[src/rtl/plane_tile_walker.sv]
// plane_tile_walker: walks one tile in raster order, emitting x, y and the incrementally evaluated plane value
module plane_tile_walker #(
  parameter int TILE_W = 32,
  parameter int TILE_H = 32
) (
  input  logic        clk_i,
  input  logic        reset_n_i,
  input  logic        in_valid_i,
  output logic        in_ready_o,
  input  logic [31:0] ddx_i,
  input  logic [31:0] ddy_i,
  input  logic [31:0] c_i,
  input  logic [5:0]  tile_x_i,
  input  logic [5:0]  tile_y_i,
  output logic        out_valid_o,
  input  logic        out_ready_i,
  output logic [11:0] out_x_o,
  output logic [11:0] out_y_o,
  output logic [31:0] out_val_o,
  output logic        out_last_o,
  output logic        busy_o
);
  localparam int XW = $clog2(TILE_W);
  localparam int YW = $clog2(TILE_H);
  typedef enum logic [1:0] {IDLE, INIT, WALK} state_t;
  state_t state_q;
  logic [31:0] ddx_q, ddy_q, c_q, row_acc_q, pix_acc_q;
  logic [11:0] ox_q, oy_q, out_x_q, out_y_q;
  logic [XW-1:0] x_cnt_q;
  logic [YW-1:0] y_cnt_q;
  logic out_valid_q, out_last_q;
  logic row_end, last_row;
  logic [31:0] acc_init_d;
  assign row_end = x_cnt_q == XW'(TILE_W - 1);
  assign last_row = y_cnt_q == YW'(TILE_H - 1);
  assign acc_init_d = {20'd0, ox_q} * ddx_q + {20'd0, oy_q} * ddy_q + c_q;
  assign in_ready_o = state_q == IDLE;
  assign busy_o = state_q != IDLE;
  assign out_valid_o = out_valid_q;
  assign out_last_o = out_last_q;
  assign out_x_o = out_x_q;
  assign out_y_o = out_y_q;
  assign out_val_o = pix_acc_q;
  // Sequencer: latch coefficients, seed the accumulators at the tile origin, then step per accepted beat
  always_ff @(posedge clk_i) begin
    if (!reset_n_i) begin
      state_q <= IDLE;
      ddx_q <= '0;
      ddy_q <= '0;
      c_q <= '0;
      ox_q <= '0;
      oy_q <= '0;
      row_acc_q <= '0;
      pix_acc_q <= '0;
      x_cnt_q <= '0;
      y_cnt_q <= '0;
      out_x_q <= '0;
      out_y_q <= '0;
      out_valid_q <= 1'b0;
      out_last_q <= 1'b0;
    end else begin
      case (state_q)
        IDLE: if (in_valid_i) begin
          ddx_q <= ddx_i;
          ddy_q <= ddy_i;
          c_q <= c_i;
          ox_q <= 12'(tile_x_i) << XW;
          oy_q <= 12'(tile_y_i) << YW;
          state_q <= INIT;
        end
        INIT: begin
          row_acc_q <= acc_init_d;
          pix_acc_q <= acc_init_d;
          x_cnt_q <= '0;
          y_cnt_q <= '0;
          out_x_q <= ox_q;
          out_y_q <= oy_q;
          out_valid_q <= 1'b1;
          out_last_q <= 1'b0;
          state_q <= WALK;
        end
        WALK: if (out_ready_i) begin
          if (row_end && last_row) begin
            out_valid_q <= 1'b0;
            out_last_q <= 1'b0;
            state_q <= IDLE;
          end else if (row_end) begin
            x_cnt_q <= '0;
            y_cnt_q <= y_cnt_q + YW'(1);
            row_acc_q <= row_acc_q + ddy_q;
            pix_acc_q <= row_acc_q + ddy_q;
            out_x_q <= ox_q;
            out_y_q <= out_y_q + 12'd1;
            out_last_q <= 1'b0;
          end else begin
            x_cnt_q <= x_cnt_q + XW'(1);
            pix_acc_q <= pix_acc_q + ddx_q;
            out_x_q <= out_x_q + 12'd1;
            out_last_q <= (x_cnt_q == XW'(TILE_W - 2)) && last_row;
          end
        end
        default: state_q <= IDLE;
      endcase
    end
  end
endmodule

[config.mk]
export PLATFORM = sky130hd
export DESIGN_NAME = plane_tile_walker
export DESIGN_NICKNAME = d
export VERILOG_FILES = /design/src/rtl/plane_tile_walker.sv
export SDC_FILE = /design/constraint.sdc
export NUM_CORES = 1
export LEC_CHECK = 0
export ABC_AREA = 0
export CAP_MARGIN = 0
export CELL_PAD_IN_SITES_DETAIL_PLACEMENT = 0
export CELL_PAD_IN_SITES_GLOBAL_PLACEMENT = 1
export CORE_ASPECT_RATIO = 1.2
export CORE_MARGIN = 10
export CORE_UTILIZATION = 40
export CTS_BUF_LIST = sky130_fd_sc_hd__clkbuf_16
export DETAILED_ROUTE_END_ITERATION = 8
export GPL_TIMING_DRIVEN = 0
export PLACE_DENSITY = 0.84
export SYNTH_ARGS = -nofsm -noshare
export SYNTH_HDL_FRONTEND = slang
export SYNTH_SLANG_ARGS = --single-unit
[constraint.sdc]
create_clock -name clk_i -period 9.95 [get_ports clk_i]
set_clock_uncertainty 0.2 [all_clocks]
set_input_delay 0.995 -clock clk_i [delete_from_list [all_inputs] [get_ports clk_i]]
set_output_delay 0.995 -clock clk_i [all_outputs]
set_load 0.05 [all_outputs]
==> impl_metrics.yaml, run 1 <==
synthesis:
  synth-edff-count: 0
  yosys_warnings: 0
  cell_types_occupying_the_most_area_after_synthesis: "dfxtp_1 (20%), fa_1 (19%), ha_1 (8.8%)"
  async_flop_share_pct: 0
  synthesis.area_um2: 21500
  synth.top_cell.area_share_pct: 19.6
  synth_top_cell_by_area: "dfxtp_1"
  synth_sequential_area_ratio_pct: 19.6
  ys_dominant_reg_cell: "dfxtp_1"
  postSynthNetCount: 3195
  synth_cells: 2724
  syn_avg_cell_area_um2: 7.89
  synth-seq-cells: 210
  netlist-cell-type-count: 73
critical_path:
  critical_path.startpoint: "ox_q[10]"
  highest_cell_delay_on_the_worst_timing_path_ns: 0.78
  critical_path_data_required_time_ns: 10.18
  worstPathMaxFanout: 10
  critical-path-slowest-cell: "dfxtp_1"
  timing_worst_setup_path_type: "reg -> reg"
  crit_path_start_kind: "flop"
  most_frequent_cp_cell: "fa_1"
  critPathCaptureType: "flop"
  cp_data_arrival_time_ns: 9.14
  worstReg2RegStart: "ox_q[10]"
cells_and_area:
  register_cell_area_after_layout_um2: 4200
  multi_input_area_um2: 15700
  finish.cell_count_without_fillers: 3654
  mostFrequentLayoutCell: "nand2_1"
  postLayoutCellArea_um2: 25000
  num-nets-final: 3394
  final_util_pct: 46.8
  mostFrequentLayoutCells: "nand2_1 (413), inv_1 (305), a21oi_1 (259), and2_1 (221), dfxtp_1 (210)"
  layout-area-overhead-vs-synth_pct: 16.2
  antenna_cells_inserted: 0
  num-fill-cells: 5293
  drive_gt1_share_pct: 2.04
power:
  total_leakage_power_nw: 11.0
  pwr_density_cell_nw_per_um2: 118
  max-vdd-ir-drop_uv: 117
  power.total_mw: 2.96
cts:
  max-clock-path-buffers: 3
  clock_latency_ns: 0.58
  cts_buffers: 26
  h-tree-depth: 1
  cts-resized-gates: 0
  cts_tree: "yes"
  postCtsHoldBufs: 0
  root_buffer: "clkbuf_16"
  cts_num_sinks: 210
  cts.repair_timing.setup_buffer_count: 0
  clk_transition_reported_paths_ns: 0.06
global_routing:
  grt_max_degree: 14
  grt_pass1_vias: 20492
  first_pass_grt_wire_length_um: 120000
  grt_use_total_pct: 24.6
  gr-total-overflow: 0
  grt_antenna_before_repair: 0
timing:
  tightestPinTransition_ns: 1.36
  finalSetupTns_ns: 0
  max_clock_freq_ghz: 0.112
  rsz0062_at_grt: "false"
  report.final.slew_viol_count: 0
  layout_min_cycle_time_ns: 8.91
  worst_slew_margin_rel_pct: 9.54
  setup_violations: 0
  fin_crit_sh_pct: 89.6
  final_critical_path_setup_slack_ns: 1.04
  hold_viol_final: 0
  hold_ws_ns: 0.256
routing:
  drc: 0
  routedWlPerCell_um: 21.7
  detail-route-antenna-nets: 0
  route.detailed.vias_per_inst: 5.45
  via_count: 19897
  drt-pass1-iter-count: 7
  drt_first_iter_violations: 1363
  wl_um: 79400
place:
  gpl.final_weighted_congestion: 0.998
  io_buffer_count: 171
  dp.final_hpwl_um: 64300
  post-place-ws_ns: 1.21
  detailed_place.area_um2: 24100
  place_inst: 3607
hold_path:
  min-delay-start: "c_q[14]"
  worst_hold_path_class: "reg -> reg"
outcome:
  run_status: "complete, no violations"
die:
  floorplan.core_area_um2: 53400
  die_y_um: 274
  fp-row-count: 93
  die_extent_in_x_um: 232
  die_area_um2: 63500
  floorplan.initialDensity_pct: 40.3
  io_pins: 172
job:
  maxCapViolations: 0
==> cell usage after synthesis, drive strengths merged, types with 59 or more instances <==
| cell | instances |
|---|---|
| ha | 152 |
| fa | 207 |
| inv | 304 |
| xor2 | 59 |
| nor2 | 164 |
| clkbuf | 108 |
| xnor2 | 81 |
| a21oi | 259 |
| dfxtp | 210 |
| o21ai | 127 |
| and2 | 221 |
| nand2 | 413 |
==> power by group <==
part	internal (mW)	total, mW	switching, mW
Sequential	0.900	0.997	0.0969
Combinational	0.329	0.942	0.613
Clock	0.594	1.02	0.423
==> metal layers <==
metal	vias to the layer above	track usage (%)	share of wire, %
met1	9681	28.8	40
met4	0	13.7	6.1
met2	637	42.4	48
met5	-	0	0
met3	182	3.95	5.8
li1	9397	-	-
==> final cells by class <==
type | count | share of cell area [%]
sequential | 210 | 16.8
buffer | 112 | 1.68
clock buffer | 27 | 2.70
clock inverter | 20 | 0.821
inverter | 304 | 4.57
timing repair buffer | 171 | 6.85
multi-input combinational | 2098 | 63.0
tap | 712 | 3.57
==> critical path, delay by kind of cell, from the launching register on <==
kind	cells	cell delay, ns
buffers and inverters	3	0.61
DFF	1	0.78
and+or+nand+nor	5	0.68
xor gates and xnor gates	2	0.75
adders and majority gates	6	2.57
AOI/OAI and AO/OA	16	3.15
==> final timing paths <==
check,endpoint,slack [ns],cells after the start
worst max register to register,out_val_o[29],1.04,32
worst max-delay path,out_val_o[29],1.04,32
worst min register to register,c_q[14],0.26,2
worst min-delay path,c_q[14],0.26,2
==> cell families after synthesis <==
group,share of synthesized area [%]
AND/OR/NAND/NOR,21.1
AO/OA/AOI/OAI,17.9
buffers and inverters,7.26
adder cells (fa/ha/maj),28.1
flip-flops,19.6
XOR/XNOR,5.81
multiplexers,0.244
==> sequential cells by signal (all words and copies together) (netlist names), 6 cells and up <==
| signal | cells |
|---|---|
| ddx_q | 32 |
| oy_q | 6 |
| out_val_o | 32 |
| out_x_o | 12 |
| row_acc_q | 32 |
| c_q | 32 |
| out_y_o | 12 |
| ddy_q | 32 |
| ox_q | 6 |
No activity file was read; power rests on OpenSTA's default activity.
==> run 2: changes to the inputs <==
--- a/config.mk
+++ b/config.mk
@@ -9,13 +9,14 @@
 export CAP_MARGIN = 0
 export CELL_PAD_IN_SITES_DETAIL_PLACEMENT = 0
 export CELL_PAD_IN_SITES_GLOBAL_PLACEMENT = 1
-export CORE_ASPECT_RATIO = 1.2
+export CORE_ASPECT_RATIO = 1.5
 export CORE_MARGIN = 10
-export CORE_UTILIZATION = 40
+export CORE_UTILIZATION = 45
 export CTS_BUF_LIST = sky130_fd_sc_hd__clkbuf_16
 export DETAILED_ROUTE_END_ITERATION = 8
 export GPL_TIMING_DRIVEN = 0
-export PLACE_DENSITY = 0.84
+export PLACE_DENSITY = 0.92
+export SKIP_CTS_REPAIR_TIMING = 1
 export SYNTH_ARGS = -nofsm -noshare
 export SYNTH_HDL_FRONTEND = slang
 export SYNTH_SLANG_ARGS = --single-unit
==> run 2 against run 1 <==
Combinational power up 2.7%. Utilization grew 5.2 points. Worst setup slack lost 0.041 ns. Via count grew 1.6%. Count of clock-buffer cells in the layout decreased by 2. Highest routed layer unchanged. Largest cell class unchanged. Non-clock buffer count stayed put.
==> impl_metrics.yaml, run 2 (synthesis gave the netlist of run 1 again) <==
outcome:
  run_status: "complete, no violations"
cells_and_area:
  num-fill-cells: 4603
  mostFrequentLayoutCells: "nand2_1 (413), inv_1 (307), a21oi_1 (259), and2_1 (221), dfxtp_1 (210)"
  drive_gt1_share_pct: 1.74
  final_util_pct: 52.0
  finish.cell_count_without_fillers: 3538
  layout-area-overhead-vs-synth_pct: 14.7
  num-nets-final: 3392
  mostFrequentLayoutCell: "nand2_1"
critical_path:
  critical-path-slowest-cell: "dfxtp_1"
  crit_path_start_kind: "flop"
  worstPathMaxFanout: 10
  r2r_setup_slack_ns: 1.0
  critical_path_data_required_time_ns: 10.17
  critPathCaptureType: "flop"
  most_frequent_cp_cell: "fa_1"
  highest_cell_delay_on_the_worst_timing_path_ns: 0.68
  cp_data_arrival_time_ns: 9.17
  timing_worst_setup_path_type: "reg -> reg"
die:
  die_y_um: 288
  fp-row-count: 98
  io_pins: 172
  die_area_um2: 57100
  floorplan.initialDensity_pct: 45.3
  floorplan.core_area_um2: 47500
  die_extent_in_x_um: 198
power:
  total_leakage_power_nw: 10.9
  max-vdd-ir-drop_uv: 108
  pwr_density_cell_nw_per_um2: 114
global_routing:
  first_pass_grt_wire_length_um: 122000
  grt_use_total_pct: 28.5
  grt_max_degree: 13
  grt_antenna_before_repair: 0
  grt_pass1_vias: 20910
  gr-total-overflow: 0
place:
  dp.final_hpwl_um: 66400
  gpl.final_weighted_congestion: 0.990
  place_inst: 3495
  post-place-ws_ns: 1.12
  io_buffer_count: 171
routing:
  route.detailed.vias_per_inst: 5.71
  routedWlPerCell_um: 23.2
  drt-pass1-iter-count: 5
  drc: 0
  wl_um: 82200
  via_count: 20215
  drt_first_iter_violations: 1214
  detail-route-antenna-nets: 0
timing:
  report.final.slew_viol_count: 0
  final_critical_path_setup_slack_ns: 0.998
  max_clock_freq_ghz: 0.112
  worst_slew_margin_rel_pct: 9.83
  tightestPinTransition_ns: 1.35
  hold_viol_final: 0
  setup_violations: 0
  finalSetupTns_ns: 0
  layout_min_cycle_time_ns: 8.95
  rsz0062_at_grt: "false"
  fin_crit_sh_pct: 90.0
cts:
  cts_num_sinks: 210
  clk_transition_reported_paths_ns: 0.06
  root_buffer: "clkbuf_16"
  cts_tree: "yes"
  max-clock-path-buffers: 3
  clock_latency_ns: 0.56
  h-tree-depth: 1
  cts_buffers: 24
hold_path:
  worst_hold_path_class: "reg -> reg"
job:
  maxCapViolations: 0
-- run 2: cell type report --
class	instances	area (um2)	area share, %
plain buffers	112	420	1.70
multi-input cells	2098	15700	63.8
repair buffers	171	1710	6.94
well taps	600	751	3.04
clock buffers	25	626	2.54
flip-flops and latches	210	4200	17.0
inverters	304	1140	4.62
diodes	1	2.50	0.0101
clock inverters	17	80.1	0.325
-- run 2: worst paths after layout --
kind,cells past startpoint,endpoint,startpoint
min reg2reg,2,out_last_o,out_last_o
max,32,out_val_o[29],ox_q[10]
min,2,out_last_o,out_last_o
max reg2reg,32,out_val_o[29],ox_q[10]
-- run 2: layer usage --
metal	global-route usage [%]	wire (um)	share of wire [%]
met4	19.6	6390	7.8
met2	51.0	41300	50
met5	0	0	0
met3	3.51	4560	5.6
met1	30.7	29900	36
-- run 2: per-stage QoR --
step / hold WS, ns / total power [mW] / cell area (um2)
CTS: 0.259 / 2.79 / 24700
finish: 0.261 / 2.81 / 24700
floorplan: 0.236 / 1.55 / 21500
global route: 0.279 / 2.92 / 24700
detailed placement: 0.249 / 1.96 / 24000
global placement: 0.246 / 1.94 / 24000
-- run 2: critical path: cells and delay by family, from the launching register on --
family / cells / cell delay [ns]
AO/OA/AOI/OAI: 16 / 3.12
adder cells (fa/ha/maj): 6 / 2.62
AND/OR/NAND/NOR: 5 / 0.76
XOR/XNOR: 2 / 0.74
flip-flops: 1 / 0.68
buffers and inverters: 3 / 0.67
-- run 2: report_power, final --
| part | internal [mW] | switching, mW | total (mW) |
|---|---|---|---|
| registers | 0.900 | 0.0998 | 1.00 |
| logic | 0.330 | 0.637 | 0.967 |
| clock network | 0.451 | 0.391 | 0.842 |
| total | 1.68 | 1.13 | 2.81 |
